[src/rtl/uart_sat_counter.sv]
// Saturating up-counter with synchronous clear; clear has priority over increment.
module uart_sat_counter #(
  parameter int unsigned CNT_WIDTH = 8
) (
  input  logic                 clock,
  input  logic                 reset,
  input  logic                 inc,
  input  logic                 clr,
  output logic [CNT_WIDTH-1:0] count
);

  logic [CNT_WIDTH-1:0] count_q, count_d;

  always_comb begin
    count_d = count_q;
    if (clr) begin
      count_d = '0;
    end else if (inc && (count_q != {CNT_WIDTH{1'b1}})) begin
      count_d = count_q + 1'b1;
    end
  end

  always_ff @(posedge clock) begin
    if (reset) begin
      count_q <= '0;
    end else begin
      count_q <= count_d;
    end
  end

  assign count = count_q;

endmodule

[config.mk]
export PLATFORM = sky130hd
export DESIGN_NAME = uart_sat_counter
export DESIGN_NICKNAME = d
export VERILOG_FILES = /design/src/rtl/uart_sat_counter.sv
export SDC_FILE = /design/constraint.sdc
export NUM_CORES = 1
export LEC_CHECK = 0
export BUFFER_PORTS_ARGS = -buffer_cell sky130_fd_sc_hd__buf_2
export CAP_MARGIN = 40
export CORE_AREA = 2 2 39 41
export DETAILED_ROUTE_END_ITERATION = 10
export DIE_AREA = 0 0 41 43
export GPL_ROUTABILITY_DRIVEN = 0
export SYNTH_ARGS = -nofsm -noshare
export SYNTH_HDL_FRONTEND = slang
export SYNTH_SLANG_ARGS = --single-unit
export TNS_END_PERCENT = 30
[constraint.sdc]
create_clock -name clock -period 1.47 [get_ports clock]
set_input_delay 0.147 -clock clock [delete_from_list [all_inputs] [get_ports clock]]
set_output_delay 0.147 -clock clock [all_outputs]
set_load 0.01 [all_outputs]
Word level (Yosys, flattened, before mapping)
Index checks and enable logic that the tools add are counted.

word-level totals
  logic and storage cells = 5
  register bits = 8

operators by class
  equal/unequal tests = 1
  reduce and logical (&&, ||, !) cells = 2
  add/subtract/negate cells = 1

operators by type and width
  kind                   number
  $add A8 B1 Y8 const B  1
  $ne A8 B8 Y1 const B   1
  $reduce_or A2 Y1       1
  $logic_and A1 B1 Y1    1

Logic depth before layout (Yosys ltp)
Gate-level depths: netlist of run 1.

  depth after elaboration = 2
  gate-level depth with buffers = 4

Worst setup path after synthesis of run 1
OpenSTA, ideal clock, no wires.

  path kind = reg-to-reg
  start = reg count_q[0] (netlist: count[0])
  end = reg count_q[6] (netlist: count[6])
  setup time = 115 ps
  arrival = 1294 ps
  required time = 1355 ps
  cell stages (with the launch flop) = 5
  path buffers = 0
  clock period less this slack = 1410 ps
  path slack = 60 ps
  path through = dfxtp_1 -> ha_1 -> nand3_1 -> or4_1 -> and3_1

on the way
  longest elaborated chain between the ends = 2
  elaborated cells between the ends (all ways) = 3

RTL lines
  what                                                   RTL line  RTL
  start, declared                                        12        logic [CNT_WIDTH-1:0] count_q, count_d;
  start signal, assigned                                 27        count_q <= count_d;
  branches (longest 2 deep; another with $add A8 B1 Y8)  --

Several ways; the timed one is not identified.
A chain may end at the register's enable or synchronous reset.

Worst setup path after layout of run 1
  start = reg count_q[0] (netlist: count[0])
  end = reg count_q[5] (netlist: count[5])

The elaborated chain is that of the path after synthesis.

==> results of run 1 <==
-- worst max-delay path, delay by kind of cell (launching register included) --
family | cells | cell delay (ns)
simple gates | 1 | 0.26
flops | 1 | 0.39
buf+inv | 1 | 0.14
compound gates | 2 | 0.48
-- Yosys cell counts --
cell,n
or4_1,1
o21ai_0,1
nand2_1,6
dfxtp_1,8
a21boi_2,1
and4_1,2
inv_1,1
nand3_1,2
or3_1,3
and3_1,3
a31oi_1,1
a21boi_1,2
a2111oi_4,1
nand4_1,2
a21oi_1,4
mux2i_1,4
and3b_1,1
nor4_1,1
nor2_1,1
buf_4,1
ha_1,1
-- repair_timing --
action,CTS,global route
gates resized for setup,0,2
endpoints found under the hold margin,0,0
setup endpoints to repair,0,2
-- routing by layer --
metal	vias up	part of all wire, %	track usage [%]
li1	213	-	-
met1	194	46	17.9
met2	10	48	18.1
met3	2	4.2	4.71
met4	0	1.6	12.0
met5	-	0	0
-- metrics by stage --
stage	hold WS, ns	cell area, µm²	cells	util (%)
floorplan	0.211	435	47	-
global placement	0.407	526	76	38.0
detailed placement	0.408	526	76	38.0
CTS	0.139	548	79	39.6
global route	0.146	561	79	40.5
finish	0.146	561	79	40.5
-- power breakdown --
group / total (W) / switching (W) / internal, W
logic: 0.0000279 / 0.0000160 / 0.0000119
clock network: 0.000170 / 0.0000768 / 0.0000936
registers: 0.000221 / 0.00000223 / 0.000219
total: 0.000419 / 0.0000950 / 0.000324
-- worst max path at each step --
stage	from	to	cells past startpoint	slack (ns)
after floorplan	count[0]	count[6]	4	0.06
after global placement	count[1]	count[6]	4	0.11
after detailed placement	count[1]	count[6]	4	0.07
after CTS	count[1]	count[6]	4	0.06
after global routing	count[1]	count[6]	4	0.006
final	count[0]	count[5]	4	0.11
-- kinds of logic after synthesis --
kind of cell | after synthesis | synth area share [%]
compound gates | 10 | 19.5
fa+ha+maj | 1 | 2.87
buf+inv | 2 | 2.59
flops | 8 | 36.8
mux | 4 | 9.20
simple gates | 22 | 29.0
-- final cells by class --
cell class | count | area, µm²
multi-input cells | 37 | 277
fillers | 147 | 823
repair buffers | 14 | 77.6
clock buffers | 3 | 22.5
well taps | 16 | 20.0
inverters | 1 | 3.75
flip-flops and latches | 8 | 160
-- cell usage in the layout, fill, tap and decap left out, types with 3 or more instances in the layout --
cell      netlist  routed
clkbuf_4        0       3
or3_1           3       3
dfxtp_1         8       8
a21oi_1         4       4
and3_1          3       3
nand2_1         6       6
buf_2           0      11
buf_4           1       3
mux2i_1         4       4
==> summary.md, run 1 <==
| Metric | Value |
|---|---|
| Initial Utilization | between 30% and 40% |
| Cell Rows | 14 |
| Layout cells sized above 1 | 31.7% |
| Postcts setup bufs | 0 |
| Most area-hungry cell type in the Yosys netlist | dfxtp_1 |
| Endpoints failing hold | 0 |
| FF-to-FF setup slack | between 0.1 and 0.15 ns |
| DPL Wire Length | about 710 µm |
| RSZ-0062 raised after global routing | no |
| Critical Path End Type | flip-flop |
| Average size of a mapped cell | 9.26 µm² |
| Slowest CP cell | dfxtp_1 |
| Hold Path Cell Cnt | 2 |
| Worst ir drop on vdd | 0.251 mV |
| Post-Syn Area | approximately 440 µm² |
| Die Span X | a little over 40 µm |
| Remaining global-route overflow | 0 |
| Routed len/inst | around 12 µm |
| Number of buffers created by CTS | 3 |
| Sequential area share after synthesis | a little under two fifths |
| Routed WL | just over 900 µm |
| Vias in the first global route | around 360 |
| Max_slew headroom | between 70% and 80% |
| Worst-path cell chain | buf_4, and4_1, a31oi_1, a2111oi_4 |
| Static leakage | 0.240 nW |
| Fin crit period | 1.36 ns |
| Pin count of the biggest net entering global routing | 8 |
| Max cap viols | 0 |
| CTS max path bufs | 2 |
| Setup CP Type | reg2reg |
| Worst Min Path Start | clr |
| Clk pin slew, worst setup/hold paths | 0.06 ns |
| Worst reg2reg startpoint | count[0] |
| Critical path launch point type | flip-flop |
| # DRC | 0 |
| Setup TNS | 0 ns |
| Initial DRT Pass Iterations | 4 |
| PwrDens | ~750 nW/µm² |
| Tightest Pin Transition | between 0.4 and 0.5 ns |
| Worst-Skew Late Latency | roughly 0.25 ns |
| Min-Delay Endpoint | count[5] |
| Area Growth Syn to Fin | 28.7% |
| Critical Path AT | approximately 1.5 ns |
| DR vias/cell | ~5.3 |
| ANT cells | 0 |
| CORE AREA | approximately 1400 µm² |
| Final Cycle Share | approximately 93% |
| Synth Warn # | 0 |
| Setup-failing EPs final | 0 |
| DIE AREA | 1760 µm² |
| Buffers on Ports | 11 |
| Clock Skews | approximately 0.0042 ns |
| CP max FO | 5 |
| Post-route antenna net violation count | 0 |
| Total GRT Usage | between 10 and 15% |
| Htree depth | 1 |
| Max reg flops | 8 |
| Synth top area cells | dfxtp_1 37%, mux2i_1 9.2%, a2111oi_4 6.3% |
| Syn Nets | 52 |
| Chip height | around 43 µm |
| Worst setup margin | between 0.1 and 0.15 ns |
| Hold_buf cts | 0 |
| CTS tree | built |
| Largest stage delay on the critical path | 0.39 ns |
| Clock sinks | 8 |
| Final nets | 70 |
| Dpl ws | ~0.071 ns |
| WP data required | roughly 1.6 ns |
| Post-Syn Instances | between 40 and 50 |
| RR Endpoint | count[5] |
| Status | finished, final reports clean |
| Synth Register Bits | 8 |
| CTS Root Cell | clkbuf_4 |
| Netlist cell types | 21 |
| Tightest Hold Check Type | in2reg |
| Synth top area share | a little under two fifths |
| First-pass GRT wire length | approximately 1600 µm |
| Initial antenna violation count | 0 |
| Power Total | roughly 0.00042 W |
| DR iter-0 viols | 11 |
| Vias | 419 |
| IO Count | 12 |
| Max Slew Vio Count | 0 |
| Max Fclk | approximately 0.73 GHz |
| Cell count of the worst reg-to-reg path | 4 |
Note: power is estimated with default switching activity, not from simulation.
==> run 2, diff against run 1 <==
Settings changed: ABC_AREA set to 1.
==> summary.md, run 2 <==
| Metric | Value |
|---|---|
| Status | finished, final reports clean |
| WP data required | ~1.6 ns |
| Endpoints failing hold | 0 |
| Sw frac | roughly a quarter |
| ANT cells | 0 |
| Postcts setup bufs | 0 |
| Sequential area share after synthesis | 34.8% |
| DR vias/cell | 5.02 |
| Static leakage | approximately 0.26 nW |
| Hold Path Cell Cnt | 4 |
| RSZ-0062 raised after global routing | no |
| Worst-Skew Late Latency | between 0.2 and 0.3 ns |
| Average size of a mapped cell | between 6 and 7 µm² |
| Clock share of power | 39.0% |
| Vias in the first global route | between 300 and 400 |
| Cell Rows | 14 |
| Initial Utilization | about a third |
| FF-to-FF setup slack | roughly 0.22 ns |
| Most area-hungry cell type in the Yosys netlist | dfxtp_1 |
| Chip height | ~43 µm |
| Tightest Hold Check Type | in2reg |
| CORE AREA | 1380 µm² |
| Synth Warn # | 0 |
| Routed len/inst | 9.68 µm |
| Post-Syn Area | around 460 µm² |
| Hold_buf cts | 0 |
| Critical Path AT | roughly 1.4 ns |
| # DRC | 0 |
| Tightest Pin Transition | around 0.53 ns |
| DR iter-0 viols | 15 |
| Sw power | 0.000105 W |
| Vias | 512 |
| Remaining global-route overflow | 0 |
| PostCTS Resize Cnt | 0 |
| DPL Wire Length | around 700 µm |
| Cell count of the worst reg-to-reg path | 6 |
| Top cells by count, synth | 18 x nand2_1, 15 x nor2_1, 9 x nand3_1 |
| Pin count of the biggest net entering global routing | 13 |
| PwrDens | ~800 nW/µm² |
| Top FF cell, synth | dfxtp_1 |
| Die Span X | roughly 40 µm |
| Cell with the most instances after synthesis | nand2_1 |
| Htree depth | 1 |
| Number of buffers created by CTS | 3 |
| Setup CP Type | reg2reg |
| DIE AREA | between 1500 and 2000 µm² |
| Synth top area share | a little over a third |
| Post-route antenna net violation count | 0 |
| Ys async rst share | 0% |
| Clock sinks | 8 |
| Clock Skews | 0.00599 ns |
| Post-Syn Instances | 73 |
| Final Cycle Share | a little over four fifths |
| First-pass GRT wire length | between 1500 and 2000 µm |
| Max Fclk | approximately 0.8 GHz |
| Synth Register Bits | 8 |
| Initial antenna violation count | 0 |
| Combinational Power Share | under 10% |
| Power Total | 0.000435 W |
| Clk pin slew, worst setup/hold paths | approximately 0.060 ns |
| Max_slew headroom | about 64% |
| Initial DRT Pass Iterations | 4 |
| CTS tree | built |
| Max Slew Vio Count | 0 |
| Int Power | between 0.0003 and 0.0004 W |
| IO Count | 12 |
| CTS Root Cell | clkbuf_4 |
| Most common cell after layout, fill and taps aside | nand2_1 |
| Fin crit period | 1.25 ns |
| Area Growth Syn to Fin | 20.4% |
| Synth top area cells | dfxtp_1 35%, nand2_1 15%, nor2_1 12% |
| Max reg flops | 8 |
| Critical Path End Type | flip-flop |
| CP max FO | 10 |
| Buffers on Ports | 11 |
| RR Endpoint | count[4] |
| Setup-failing EPs final | 0 |
| CTS max path bufs | 2 |
| Post-synth EDFFs | 0 |
| Routed WL | around 990 µm |
| Critical path launch point type | flip-flop |
| Final nets | 93 |
| Setup TNS | 0 ns |
| Worst Min Path Start | reset |
| Max cap viols | 0 |
| Layout cells sized above 1 | 22.1% |
| Most frequent cells in the layout | 18 x nand2_1, 15 x nor2_1, 11 x buf_2 |
| Syn Nets | approximately 80 |
| Worst ir drop on vdd | 0.490 mV |
| Flop pwr share | 52.1% |
| Total GRT Usage | around 14% |
| Netlist cell types | 14 |
| Min-Delay Endpoint | count[3] |
| Worst reg2reg startpoint | count[0] |
[run 2: cell types whose count changed after synthesis, moves of 2 or more]
cell / delta
nand2_1: +12
mux2i_1: -4
or3_1: -3
a21oi_1: +2
nor2_1: +14
inv_2: +2
and4_1: -2
inv_1: +6
and3_1: -3
nand3_1: +7
a21boi_1: -2
[run 2: critical path: stages, from the launching register on]
cell and delay [ns]:
dfxtp_1 0.40, ha_1 0.19, nand2_1 0.08, inv_2 0.10
nand3_4 0.13, a21oi_1 0.16, nor2_1 0.06
[run 2: final cells by class]
type                    count  area [µm²]
multi-input cells          55         263
well taps                  16        20.0
repair buffers             11        55.1
fillers                   163         830
clock buffers               3        22.5
inverters                   9        33.8
flip-flops and latches      8         160
[run 2: routing by layer]
layer	share of wire (%)	global-route usage, %
met5	0	0
met4	0	4.00
met3	9.1	9.42
met2	43	17.2
met1	48	18.1
[run 2: logic make-up after synthesis]
group / after synthesis / share of synthesized area [%]
adders and majority gates: 1 / 2.72
buffers and inverters: 10 / 8.15
and+or+nand+nor: 46 / 45.7
DFF: 8 / 34.8
AOI/OAI and AO/OA: 8 / 8.70
[run 2: power groups by stage]
stage          Combinational [W]  Clock (W)  Sequential [W]
6_report               0.0000388   0.000170        0.000227
3_5_place_dp           0.0000384          0        0.000231
4_1_cts                0.0000388   0.000180        0.000226
5_1_grt                0.0000438   0.000197        0.000227
2_1_floorplan          0.0000240          0        0.000233
3_3_place_gp           0.0000385          0        0.000231
[run 2: metrics by stage]
stage	cells	setup slack (ns)	cell area, µm²	hold slack, ns	util, %
4_1_cts	102	0.229	554	0.233	40.1
5_1_grt	102	0.101	554	0.258	40.1
3_3_place_gp	99	0.282	532	0.499	38.4
2_1_floorplan	73	0.272	460	0.366	-
6_report	102	0.221	554	0.244	40.1
3_5_place_dp	99	0.245	532	0.504	38.4
[run 2: worst max path at each step]
stage                  start        to  slack, ns  depth (start not counted)
finish              count[0]  count[4]       0.22                          6
global route        count[0]  count[4]       0.10                          6
CTS                 count[0]  count[2]       0.23                          7
detailed placement  count[0]  count[3]       0.25                          6
global placement    count[1]  count[0]       0.28                          6
floorplan           count[0]  count[0]       0.27                          6
==> run 3, diff against run 2 <==
Clock period 1.47 ns to 1.1 ns, I/O delays scaled along.
==> summary.md, run 3 (same netlist as run 2, synthesis figures left out) <==
| Metric | Value |
|---|---|
| CTS tree | built |
| Initial antenna violation count | 0 |
| Worst setup margin | between 0.02 and 0.03 ns |
| Final nets | a little over 100 |
| DR iter-0 viols | 7 |
| Worst-path cell chain | nand2_4, nor2_4, nand3_4, nand3_2, nand2_1, nor2_1 |
| RR Endpoint | count[4] |
| Clk pin slew, worst setup/hold paths | 0.06 ns |
| ANT cells | 0 |
| Power Total | approximately 0.00061 W |
| PwrDens | 843 nW/µm² |
| Area of the multi-input gates | about 340 µm² |
| DR vias/cell | roughly 4.8 |
| Tightest Hold Check Type | in2reg |
| Dpl ws | -0.0480 ns |
| Setup-failing EPs final | 0 |
| Worst path depth | 6 |
| Fillers | 145 |
| Register area | around 180 µm² |
| Hold Path Cell Cnt | 5 |
| Number of buffers created by CTS | 3 |
| Status | finished, final reports clean |
| Chip height | 43 µm |
| Placed inst area | around 600 µm² |
| Fin crit period | 1.07 ns |
| First-pass GRT wire length | 1850 µm |
| Endpoints failing hold | 0 |
| CP max FO | 5 |
| Clock sinks | 8 |
| Worst-Skew Late Latency | ~0.26 ns |
| Hold_buf cts | 0 |
| Critical Path End Type | flip-flop |
| Most common cell after layout, fill and taps aside | nand2_1 |
| Pin count of the biggest net entering global routing | 13 |
| Initial DRT Pass Iterations | 4 |
| Cell count of the worst reg-to-reg path | 6 |
| Max Slew Vio Count | 0 |
| Critical path startpoint | count[4] |
| WP data required | 1.28 ns |
| Setup CP Type | reg2reg |
| Setup TNS | 0 ns |
| Layout cells sized above 1 | between 50% and 60% |
| Static leakage | ~0.34 nW |
| DIE AREA | about 1800 µm² |
| Max cap viols | 0 |
| DPL Wire Length | 828 µm |
| RSZ-0062 raised after global routing | yes |
| Slowest CP cell | dfxtp_2 |
| # DRC | 0 |
| Cell Rows | 14 |
| Routed len/inst | around 11 µm |
| Fin area | ~730 µm² |
| Remaining global-route overflow | 0 |
| FF-to-FF setup slack | 0.03 ns |
| Largest stage delay on the critical path | approximately 0.36 ns |
| Initial Utilization | 33.3% |
| Worst Path Buf+Inv | 0 |
| CP Capture Point | count[4] |
| Worst ir drop on vdd | roughly 0.58 mV |
| Max_slew headroom | 84.2% |
| Worst reg2reg startpoint | count[4] |
| Critical Path AT | 1.25 ns |
| Routed WL | 1280 µm |
| Max Fclk | roughly 0.93 GHz |
| Vias | roughly 540 |
| IO Count | 12 |
| CP delay by family, top | simple AND/OR/NAND/NOR gates |
| Area Growth Syn to Fin | 58.4% |
| Tightest Pin Transition | about 0.24 ns |
| Die Span X | 41 µm |
| CTS Root Cell | clkbuf_4 |
| Placed Cells | between 100 and 150 |
| Final Cycle Share | a little over nine tenths |
| Htree depth | 1 |
| Buffers on Ports | 11 |
| Vias in the first global route | slightly below 500 |
| CTS max path bufs | 2 |
| CORE AREA | 1380 µm² |
| Total GRT Usage | 16.6% |
| Max reg flops | 8 |
| Clock Skews | around 0.004 ns |
| Final Non-Filler Cells | 113 |
| Post-route antenna net violation count | 0 |
| Most frequent cells in the layout | 16 x nand2_1, 11 x nor2_1, 11 x buf_2 |
| Critical path launch point type | flip-flop |
## run 3: changes by cell type in the layout (fill, tap and decap cells not counted), moves of 4 or more
cell / delta
dfxtp_1: -6
a21oi_2: +4
nor2_2: +4
buf_4: +8
a21oi_1: -4
nor2_1: -4
## run 3: final cells by class
cell class                      count  area share (%)
Inverter                            9            5.32
Multi-Input combinational cell     56            47.0
Sequential cell                     8            24.0
Timing Repair Buffer               20            17.3
Clock buffer                        4            3.60
Tap cell                           16            2.74
## run 3: report_power, final
group	switching, W	internal [W]	total, W	leakage (nW)
clock network	0.000106	0.000139	0.000245	0.0150
registers	0.00000622	0.000291	0.000297	0.0686
logic	0.0000403	0.0000324	0.0000727	0.257
total	0.000152	0.000463	0.000615	0.341
## run 3: tightest hold or removal path, cell delays in order
cell     delay [ns]
buf_2          0.07
nor2_1         0.03
buf_4          0.15
nand2_1        0.06
nor2_1         0.03
## run 3: worst min-delay path by stage
stage	start	endpoint	slack (ns)
6_report	reset	count[1]	0.24
5_1_grt	reset	count[1]	0.24
4_1_cts	inc	count[6]	0.22
3_5_place_dp	inc	count[6]	0.48
3_3_place_gp	inc	count[6]	0.49
2_1_floorplan	reset	count[1]	0.32
## run 3: repair_timing
| item | 4_1_cts | 5_1_grt |
|---|---|---|
| cloned | 1 | 0 |
| hold endpoints to repair | 0 | 0 |
| setup endpoints to repair | 8 | 8 |
| setup buffers | 0 | 1 |
| pin swaps | 2 | 8 |
| resized for setup | 11 | 15 |
## run 3: metrics by stage
| step | util (%) | hold slack (ns) |
|---|---|---|
| 6_report | 52.7 | 0.236 |
| 3_5_place_dp | 43.5 | 0.482 |
| 2_1_floorplan | - | 0.321 |
| 4_1_cts | 49.4 | 0.222 |
| 3_3_place_gp | 43.5 | 0.485 |
| 5_1_grt | 52.7 | 0.242 |
## run 3: layer usage
metal | vias to the layer above | global-route usage (%) | routed length [µm]
met1 | 242 | 17.8 | 516
li1 | 282 | - | -
met5 | - | 0 | 0
met2 | 16 | 23.4 | 646
met3 | 4 | 7.85 | 75
met4 | 0 | 13.3 | 43
